<file path="config.mk">
export PLATFORM = sky130hd
export DESIGN_NAME = id_ex_stage
export DESIGN_NICKNAME = d
export VERILOG_FILES = /design/src/rtl/pipe_pkg.sv /design/src/rtl/fwd_mux.sv /design/src/rtl/id_ex_stage.sv
export SDC_FILE = /design/constraint.sdc
export NUM_CORES = 1
export LEC_CHECK = 0
export CAP_MARGIN = 10
export CORE_UTILIZATION = 39
export CTS_BUF_LIST = sky130_fd_sc_hd__clkbuf_2
export DETAILED_ROUTE_END_ITERATION = 12
export PLACE_DENSITY = 0.7
export SLEW_MARGIN = 10
export SYNTH_ARGS = -nofsm -noshare
export SYNTH_HDL_FRONTEND = slang
export SYNTH_SLANG_ARGS = --single-unit
</file>
<file path="constraint.sdc">
create_clock -name clk -period 3.2 [get_ports clk]
set_input_delay 0.32 -clock clk [delete_from_list [all_inputs] [get_ports clk]]
set_output_delay 0.32 -clock clk [all_outputs]
set_load 0.02 [all_outputs]
</file>
<file path="src/rtl/pipe_pkg.sv">
// Shared types and constants for the RV32 pipeline ID/EX slice.
package pipe_pkg;

  localparam int XLEN   = 32;
  localparam int RIDX_W = 5;

  localparam logic [4:0] ALU_NOP   = 5'd0;
  localparam logic [4:0] ALU_LUI   = 5'd1;
  localparam logic [4:0] ALU_AUIPC = 5'd2;
  localparam logic [4:0] ALU_ADD   = 5'd3;

  typedef enum logic [1:0] {
    ASEL_RS1  = 2'd0,
    ASEL_PC   = 2'd1,
    ASEL_ZERO = 2'd2,
    ASEL_RSVD = 2'd3
  } asel_e;

  typedef enum logic {
    BSEL_RS2 = 1'b0,
    BSEL_IMM = 1'b1
  } bsel_e;

  // A producer only matches when it writes a real register (never x0).
  function automatic logic fwd_hit(input logic we,
                                   input logic [RIDX_W-1:0] rd,
                                   input logic [RIDX_W-1:0] rs);
    return we && (rd != '0) && (rd == rs);
  endfunction

endpackage

</file>
<file path="src/rtl/fwd_mux.sv">
// Priority forwarding for one EX operand: MEM result, then WB result, then register data.
module fwd_mux #(
  parameter int XLEN   = pipe_pkg::XLEN,
  parameter int RIDX_W = pipe_pkg::RIDX_W
) (
  input  logic [RIDX_W-1:0] rs,
  input  logic [XLEN-1:0]   reg_data,
  input  logic              mem_regwrite,
  input  logic [RIDX_W-1:0] mem_rd,
  input  logic [XLEN-1:0]   mem_result,
  input  logic              wb_regwrite,
  input  logic [RIDX_W-1:0] wb_rd,
  input  logic [XLEN-1:0]   wb_result,
  output logic [XLEN-1:0]   fwd_data
);
  import pipe_pkg::*;

  always_comb begin
    fwd_data = reg_data;
    if (fwd_hit(mem_regwrite, mem_rd, rs)) begin
      fwd_data = mem_result;
    end else if (fwd_hit(wb_regwrite, wb_rd, rs)) begin
      fwd_data = wb_result;
    end
  end

endmodule

</file>
<file path="src/rtl/id_ex_stage.sv">
// ID/EX pipeline register with EX-side forwarding, operand select and load-use detection.
// Optional performance counters are enabled by defining ID_EX_PERF_EN.
module id_ex_stage #(
  parameter int XLEN   = pipe_pkg::XLEN,
  parameter int RIDX_W = pipe_pkg::RIDX_W
) (
  input  logic              clk,
  input  logic              rstn,
  input  logic              id_valid,
  input  logic [XLEN-1:0]   id_pc,
  input  logic [XLEN-1:0]   id_rs1_data,
  input  logic [XLEN-1:0]   id_rs2_data,
  input  logic [RIDX_W-1:0] id_rs1,
  input  logic [RIDX_W-1:0] id_rs2,
  input  logic [RIDX_W-1:0] id_rd,
  input  logic [XLEN-1:0]   id_imm,
  input  logic [4:0]        id_aluop,
  input  logic [1:0]        id_asel,
  input  logic              id_bsel,
  input  logic              id_regwrite,
  input  logic              id_memread,
  input  logic              stall,
  input  logic              flush,
  input  logic              mem_regwrite,
  input  logic [RIDX_W-1:0] mem_rd,
  input  logic [XLEN-1:0]   mem_result,
  input  logic              wb_regwrite,
  input  logic [RIDX_W-1:0] wb_rd,
  input  logic [XLEN-1:0]   wb_result,
  output logic              ex_valid,
  output logic [XLEN-1:0]   ex_A,
  output logic [XLEN-1:0]   ex_B,
  output logic [4:0]        ex_aluop,
  output logic [RIDX_W-1:0] ex_rd,
  output logic              ex_regwrite,
  output logic              ex_memread,
  output logic [XLEN-1:0]   ex_store_data,
  output logic              load_use_hazard
`ifdef ID_EX_PERF_EN
  , output logic [31:0]     perf_stall_cnt
  , output logic [31:0]     perf_bubble_cnt
  , output logic [31:0]     perf_fwd_cnt
`endif
);
  import pipe_pkg::*;

  logic              valid_reg,    valid_next;
  logic [XLEN-1:0]   pc_reg,       pc_next;
  logic [XLEN-1:0]   imm_reg,      imm_next;
  logic [RIDX_W-1:0] rd_reg,       rd_next;
  logic [4:0]        aluop_reg,    aluop_next;
  asel_e             asel_reg,     asel_next;
  bsel_e             bsel_reg,     bsel_next;
  logic              regwrite_reg, regwrite_next;
  logic              memread_reg,  memread_next;
  logic [RIDX_W-1:0] rs_reg   [2];
  logic [RIDX_W-1:0] rs_next  [2];
  logic [XLEN-1:0]   data_reg [2];
  logic [XLEN-1:0]   data_next[2];

  logic [RIDX_W-1:0] id_rs    [2];
  logic [XLEN-1:0]   id_data  [2];
  logic [XLEN-1:0]   cap_data [2];
  logic [XLEN-1:0]   fwd_data [2];
  logic              bubble;

  assign id_rs[0]   = id_rs1;
  assign id_rs[1]   = id_rs2;
  assign id_data[0] = id_rs1_data;
  assign id_data[1] = id_rs2_data;

  for (genvar gi = 0; gi < 2; gi++) begin : g_opnd
    // WB writes the register file this same edge, so the read data is stale.
    assign cap_data[gi] = fwd_hit(wb_regwrite, wb_rd, id_rs[gi]) ? wb_result : id_data[gi];

    fwd_mux #(
      .XLEN   (XLEN),
      .RIDX_W (RIDX_W)
    ) u_fwd (
      .rs           (rs_reg[gi]),
      .reg_data     (data_reg[gi]),
      .mem_regwrite (mem_regwrite),
      .mem_rd       (mem_rd),
      .mem_result   (mem_result),
      .wb_regwrite  (wb_regwrite),
      .wb_rd        (wb_rd),
      .wb_result    (wb_result),
      .fwd_data     (fwd_data[gi])
    );
  end

  assign load_use_hazard = valid_reg && memread_reg && (rd_reg != '0) && id_valid &&
                           ((rd_reg == id_rs1) || (rd_reg == id_rs2));

  assign bubble = flush || (!stall && load_use_hazard);

  always_comb begin
    valid_next    = valid_reg;
    pc_next       = pc_reg;
    imm_next      = imm_reg;
    rd_next       = rd_reg;
    aluop_next    = aluop_reg;
    asel_next     = asel_reg;
    bsel_next     = bsel_reg;
    regwrite_next = regwrite_reg;
    memread_next  = memread_reg;
    for (int i = 0; i < 2; i++) begin
      rs_next[i]   = rs_reg[i];
      data_next[i] = data_reg[i];
    end

    if (bubble) begin
      valid_next    = 1'b0;
      aluop_next    = ALU_NOP;
      regwrite_next = 1'b0;
      memread_next  = 1'b0;
    end else if (stall) begin
      // Refresh held operands so a producer retiring during the stall is not lost.
      for (int i = 0; i < 2; i++) begin
        data_next[i] = fwd_data[i];
      end
    end else begin
      valid_next    = id_valid;
      pc_next       = id_pc;
      imm_next      = id_imm;
      rd_next       = id_rd;
      asel_next     = asel_e'(id_asel);
      bsel_next     = bsel_e'(id_bsel);
      aluop_next    = id_valid ? id_aluop : ALU_NOP;
      regwrite_next = id_valid && id_regwrite;
      memread_next  = id_valid && id_memread;
      for (int i = 0; i < 2; i++) begin
        rs_next[i]   = id_rs[i];
        data_next[i] = cap_data[i];
      end
    end
  end

  always_ff @(posedge clk) begin
    if (!rstn) begin
      valid_reg    <= 1'b0;
      pc_reg       <= '0;
      imm_reg      <= '0;
      rd_reg       <= '0;
      aluop_reg    <= ALU_NOP;
      asel_reg     <= ASEL_RS1;
      bsel_reg     <= BSEL_RS2;
      regwrite_reg <= 1'b0;
      memread_reg  <= 1'b0;
      for (int i = 0; i < 2; i++) begin
        rs_reg[i]   <= '0;
        data_reg[i] <= '0;
      end
    end else begin
      valid_reg    <= valid_next;
      pc_reg       <= pc_next;
      imm_reg      <= imm_next;
      rd_reg       <= rd_next;
      aluop_reg    <= aluop_next;
      asel_reg     <= asel_next;
      bsel_reg     <= bsel_next;
      regwrite_reg <= regwrite_next;
      memread_reg  <= memread_next;
      for (int i = 0; i < 2; i++) begin
        rs_reg[i]   <= rs_next[i];
        data_reg[i] <= data_next[i];
      end
    end
  end

  always_comb begin
    case (asel_reg)
      ASEL_RS1: ex_A = fwd_data[0];
      ASEL_PC:  ex_A = pc_reg;
      default:  ex_A = '0;
    endcase
  end

  assign ex_B          = (bsel_reg == BSEL_IMM) ? imm_reg : fwd_data[1];
  assign ex_store_data = fwd_data[1];
  assign ex_valid      = valid_reg;
  assign ex_aluop      = aluop_reg;
  assign ex_rd         = rd_reg;
  assign ex_regwrite   = regwrite_reg;
  assign ex_memread    = memread_reg;

`ifdef ID_EX_PERF_EN
  logic [31:0] stall_cnt_reg;
  logic [31:0] bubble_cnt_reg;
  logic [31:0] fwd_cnt_reg;
  logic        any_fwd;

  assign any_fwd = fwd_hit(mem_regwrite, mem_rd, rs_reg[0]) ||
                   fwd_hit(wb_regwrite,  wb_rd,  rs_reg[0]) ||
                   fwd_hit(mem_regwrite, mem_rd, rs_reg[1]) ||
                   fwd_hit(wb_regwrite,  wb_rd,  rs_reg[1]);

  always_ff @(posedge clk) begin
    if (!rstn) begin
      stall_cnt_reg  <= '0;
      bubble_cnt_reg <= '0;
      fwd_cnt_reg    <= '0;
    end else begin
      if (stall && !flush) stall_cnt_reg  <= stall_cnt_reg + 32'd1;
      if (bubble)          bubble_cnt_reg <= bubble_cnt_reg + 32'd1;
      if (valid_reg && any_fwd) fwd_cnt_reg <= fwd_cnt_reg + 32'd1;
    end
  end

  assign perf_stall_cnt  = stall_cnt_reg;
  assign perf_bubble_cnt = bubble_cnt_reg;
  assign perf_fwd_cnt    = fwd_cnt_reg;
`endif

endmodule

</file>
==> flow_summary.toml, run 1 <==
[critical_path]
r2r-start = "rs_reg[0][2]"
arrival_ps = 2910
worst-r2r-cell-count = 11
crit_path_start_kind = "flop"
r2r-end = "data_reg[0][28]"
end_kind = "output port"
required_ps = 2880
worstSetupPathType = "flop to output port"
r2r_slack_ps = 740
crit_fanout = 19

[clock_network]
cts_root_buffer = "clkbuf_2"
clockBufferDepth = 2
cts_sinks = 154
clk_pin_slew_ps = 280
clk_latency_ps = 780
numCtsBuffers = 17
cts_tree = "built"
htree_levels = 4

[route]
drc = 0
vias = 11400
ant_nets = 0
routed_wl_um = 42600
vias_per_cell = 6.12
top_layer_used = "met4"
wl_per_cell_um = 22.9
routed-wl-met2_um = 19500
first_pass_iters = 6
detail_route.iter0.violations = 1045
m1WireLength_um = 17700
wl_met3_um = 4010

[yosys]
synthFlopType = "dfxtp_1"
yosysTopAreaCell = "dfxtp_1"
ys_types = 39
synth_commonest_cells = "mux2i_1 (178), dfxtp_1 (154), nor2_1 (128)"
synth_top_area_share_pct = 31.4
async_flop_share_pct = 0
synth-edff-count = 0
synth.area.top_cells = "dfxtp_1 (31%), mux2i_1 (18%), a2bb2oi_1 (5.6%), a22oi_1 (5.4%), nor2_1 (4.9%)"
yosysWarningCount = 0
ys_ff_latch = 154
ys_seq_area_share_pct = 31.4
avgSynthCellArea_um2 = 8.49
synth.most_common_cell = "mux2i_1"
synth_cells = 1156
synth_fp_nets = 1390
syn_area_um2 = 9810

[floorplan]
floorplan.rows = 57
core_um2 = 24500
ios = 344
dieWidth_um = 161
die_h_um = 161
start_util_pct = 40.0
die-area_um2 = 25800

[hold_path]
whs_endpoint = "imm_reg[9]"
min_path_cells = 3
min_path_type = "input port to flop"
hold_path.startpoint = "id_imm[9]"

[run_status]
violations = "setup timing"
status = "finished, violations left"

[power]
leakagePower_nw = 5.92
total_power_w = 0.00523
p_per_area_nw_per_um2 = 341
vdd_drop_max_v = 0.000217

[cells_and_area]
fin_nets = 1755
drive_above_1_share_pct = 27.9
fillers = 2142
largest_reg_flops = 64
area_growth_syn_to_layout_pct = 56.2
fin_cells = 1859
utilization_pct = 62.5

[grt]
grt_max_degree = 65
track_usage_pct = 31.2
grt_overflow_total = 0
antenna_found_initial = 2
grt_pass1_vias = 10900
grt_pass1_wl_um = 63000

[place]
gp_congestion = 0.911
io_buffers = 343
dpl.hpwl_um = 27100
place_inst = 1791

[sta]
fmax_mhz = 309
slew_violations = 0
setup_tns_ps = -37.2
hold_violations = 0
period_needed_ps = 3230
rsz0062_at_grt = "true"
finalCritPeriodShare_pct = 101
setup_viol = 2
layout_setup_ws_ps = -31.5
finClkSkew_ps = 32.4
worstMarginPinSlew_ps = 940
slew_headroom_pct = 37.3

[flow_run]
drv_cap = 0
[power breakdown]
part | internal [W] | switching, W | total (W)
clock | 0.000513 | 0.000806 | 0.00132
combinational | 0.000885 | 0.000919 | 0.00180
sequential | 0.00202 | 0.0000877 | 0.00211
[per-stage QoR]
step / cell area [µm²] / hold WS, ps / setup slack [ps]
final: 15300 / 102 / -31.5
after global routing: 15300 / 27.2 / -185
after detailed placement: 14200 / 482 / -283
after floorplan: 9810 / 458 / 674
after CTS: 14700 / 70.2 / -89.1
after global placement: 14200 / 467 / -272
[critical path, cell delays in order, from the launching register on]
cell and delay (ps):
dfxtp_4 410, xor2_1 170, or4b_4 610, buf_12 200
o21ai_2 170, a31oi_2 140, mux2_2 290, buf_2 160
[repair_timing]
action / CTS / global route
gates resized for setup: 472 / 159
setup buffers: 12 / 19
setup endpoints to repair: 96 / 97
pin swaps: 45 / 31
hold buffers: 1 / 0
gates cloned: 3 / 2
hold endpoints to repair: 1 / 0
[worst max path at each step]
stage | to | depth (start not counted) | startpoint
6_report | ex_B[22] | 7 | rs_reg[0][7]
5_1_grt | ex_A[11] | 8 | rs_reg[0][2]
4_1_cts | ex_B[3] | 7 | rs_reg[0][9]
3_5_place_dp | ex_A[6] | 9 | mem_rd[0]
3_3_place_gp | ex_A[21] | 9 | wb_rd[2]
2_1_floorplan | ex_B[22] | 7 | wb_rd[0]
[placed cells by master, fill, tap and decap left out, types with 3 or more instances in the layout]
cell             instances
mux2_2                  32
nor2_1                 125
dfxtp_1                144
buf_12                  28
clkbuf_2                25
buf_2                   57
o21ai_2                 34
o21ai_1                 13
a2bb2oi_1               63
buf_6                    6
nor2_4                   3
xor2_1                  21
a31oi_4                 16
a31oi_2                 32
a31oi_1                 17
dfxtp_4                  4
mux2i_1                178
bufinv_16                4
nand3_1                 31
buf_4                  125
dfxtp_2                  6
clkdlybuf4s50_1        245
nand4_1                 34
o21ai_0                  5
nor3_2                   3
a22oi_1                 71
o21ai_4                 14
clkdlybuf4s15_2          3
clkinv_4                 3
xnor2_1                 13
nor3_1                  67
o22ai_1                 63
[per-layer routing]
layer	vias to the layer above	global-route usage [%]
li1	5128	-
met5	-	0
met2	699	50.3
met4	0	11.3
met1	5440	40.4
met3	108	7.26
[area by class of cell]
class | count | area, µm² | area share [%]
clock buffer | 19 | 95.1 | 0.620
clock inverter | 12 | 175 | 1.14
tap | 324 | 405 | 2.64
timing repair buffer | 478 | 4500 | 29.4
multi-input combinational | 868 | 7030 | 45.9
sequential | 154 | 3110 | 20.3
antenna | 2 | 5.00 | 0.0327
inverter | 2 | 10.0 | 0.0653
[logic make-up (layout without fill, tap and decap cells)]
logic type | count (synthesis) | after routing | share of synthesized area (%)
AOI/OAI and AO/OA | 337 | 337 | 23.5
xor gates and xnor gates | 40 | 40 | 3.57
DFF | 154 | 154 | 31.4
muxes | 210 | 210 | 21.8
buffers and inverters | 134 | 511 | 6.13
other | 0 | 2 | 0
and+or+nand+nor | 281 | 281 | 13.6
Note: power is estimated with default switching activity, not from simulation.
==> run 2: changes to the inputs <==
HOLD_SLACK_MARGIN = 0.02   (was default)
==> results of run 2 <==
Final layout, timing and power as in run 1 (identical DEF).
==> run 3: changes to the inputs <==
CORE_UTILIZATION = 25   (was 39)
PLACE_DENSITY = 0.49   (was 0.7)
clock period = 3.3 ns   (was 3.2 ns; I/O delays follow)
==> flow_summary.toml, run 3 (same netlist as run 1, synthesis figures left out) <==
[floorplan]
floorplan.rows = 72
core_um2 = 38600
die-area_um2 = 40000
ios = 344
start_util_pct = 25.4
dieWidth_um = 200
die_h_um = 200

[sta]
finClkSkew_ps = 48.0
rsz0062_at_grt = "true"
setup_viol = 31
slew_violations = 0
period_needed_ps = 3370
hold_violations = 0
slew_headroom_pct = 37.0
fmax_mhz = 297
finalCritPeriodShare_pct = 102
worstMarginPinSlew_ps = 946
layout_setup_ws_ps = -66.6

[clock_network]
clk_latency_ps = 830
clockBufferDepth = 2
cts_tree = "built"
htree_levels = 4
cts_sinks = 154
cts_root_buffer = "clkbuf_2"
clk_pin_slew_ps = 260
numCtsBuffers = 17

[critical_path]
r2r_slack_ps = 860
crit_chain = "xor2_1, or4b_4, buf_4, buf_12, o21ai_2, a31oi_1, mux2i_1, nor2_1, buf_4"
cpMaxStageDelayCell = "or4b_4"
cp_top_family = "simple AND/OR/NAND/NOR gates"
worst-r2r-cell-count = 10
arrival_ps = 3040
end_kind = "output port"
crit_fanout = 8
worstSetupPathType = "flop to output port"
cpMostUsedCell = "buf_4"
r2r-end = "data_reg[0][10]"
critPathBufInv = 3
r2r-start = "rs_reg[0][2]"
critPathMaxStageDelay_ps = 610
crit_path_start_kind = "flop"
required_ps = 2970

[power]
clkPwrFrac_pct = 23.3
total_power_w = 0.00512
p_per_area_nw_per_um2 = 312
p_switching_w = 0.00180
p_int_w = 0.00332
p_comb_share_pct = 36.6
seq_power_share_pct = 40.1
swShare_pct = 35.1
vdd_drop_max_v = 0.000217
leakagePower_nw = 6.30

[place]
dpl.hpwl_um = 32400
gp_congestion = 0.848
post-place-ws_ps = -373
io_buffers = 343
placed_area_um2 = 14500

[cells_and_area]
area_growth_syn_to_layout_pct = 67.5
drive_above_1_share_pct = 28.6
largest_reg_flops = 64
layout_commonest_cell = "clkdlybuf4s50_1"
stdcell_area_um2 = 16400
final_cell_mix = "clkdlybuf4s50_1 (245), mux2i_1 (178), buf_4 (169)"
fin_nets = 1845

[route]
first_pass_iters = 5
ant_nets = 0
vias_per_cell = 5.31
drc = 0
routed_wl_um = 48900
detail_route.iter0.violations = 725
wl_per_cell_um = 22.8
vias = 11400

[grt]
track_usage_pct = 23.2
grt_pass1_wl_um = 71500
globalRouteMet1Util_pct = 30.0
grt_overflow_total = 0
grt_pass1_vias = 11500
antenna_found_initial = 2
grt.busiest_layer = "met2"
grtUsageMet3_pct = 4.57
met2_usage_pct = 38.2
grt_max_degree = 96

[hold_path]
hold_path.startpoint = "id_pc[31]"
min_path_type = "input port to flop"
min_path_cells = 3
whs_endpoint = "pc_reg[31]"

[run_status]
status = "finished, violations left"
violations = "setup timing"

[flow_run]
drv_cap = 0
[run 3: power by group through the flow]
stage / logic (W) / registers (W) / clock network, W
finish: 0.00187 / 0.00205 / 0.00120
global route: 0.00198 / 0.00207 / 0.00132
CTS: 0.00177 / 0.00205 / 0.00126
detailed placement: 0.00166 / 0.00208 / 0
global placement: 0.00166 / 0.00208 / 0
floorplan: 0.000772 / 0.00205 / 0
[run 3: layout make-up]
class	count	area, µm²
fillers	3877	22200
multi-input cells	868	7000
repair buffers	568	5440
flip-flops and latches	154	3110
well taps	518	648
clock inverters	11	129
clock buffers	20	100
inverters	2	12.5
diodes	1	2.50
[run 3: repair_timing]
| item | in CTS | in global routing |
|---|---|---|
| pin swaps | 33 | 31 |
| hold buffers | 70 | 0 |
| endpoints found under the setup margin | 97 | 95 |
| resized for setup | 511 | 160 |
| hold endpoints to repair | 79 | 0 |
| buffers inserted | 14 | 24 |
| cloned | 3 | 4 |
[run 3: worst register-to-register path, cell delays in order, from the launching register on]
cell	delay [ps]
dfxtp_4	420
xor2_1	180
or4b_4	610
buf_4	170
buf_12	140
o21ai_2	130
a31oi_2	130
buf_4	160
buf_4	120
a22oi_1	140
o22ai_1	100
[run 3: per-layer routing]
layer  share of wire, %  wire, µm
met1                 45     21800
met4                2.2      1060
met2                 47     23100
met3                5.9      2870
met5              0.027        13
[run 3: worst max path at each step]
stage	startpoint	to	slack [ps]	depth (start not counted)
2_1_floorplan	wb_rd[0]	ex_B[22]	750	7
3_3_place_gp	wb_rd[2]	ex_A[8]	-370	9
3_5_place_dp	wb_rd[2]	ex_A[31]	-370	9
4_1_cts	rs_reg[0][8]	ex_B[1]	-200	7
5_1_grt	rs_reg[0][2]	ex_A[16]	-250	9
6_report	rs_reg[0][2]	ex_A[6]	-70	9
[run 3: stage by stage]
stage / util (%) / setup TNS (ps) / hold slack, ps / cells
final: 42.5 / -880 / 149 / 2142
after global routing: 42.5 / -12220 / 54.7 / 2142
after CTS: 41.0 / -7590 / 20.6 / 2114
after detailed placement: 37.5 / -17090 / 481 / 1996
after global placement: 37.5 / -15770 / 469 / 1996
after floorplan: - / 0 / 458 / 1156
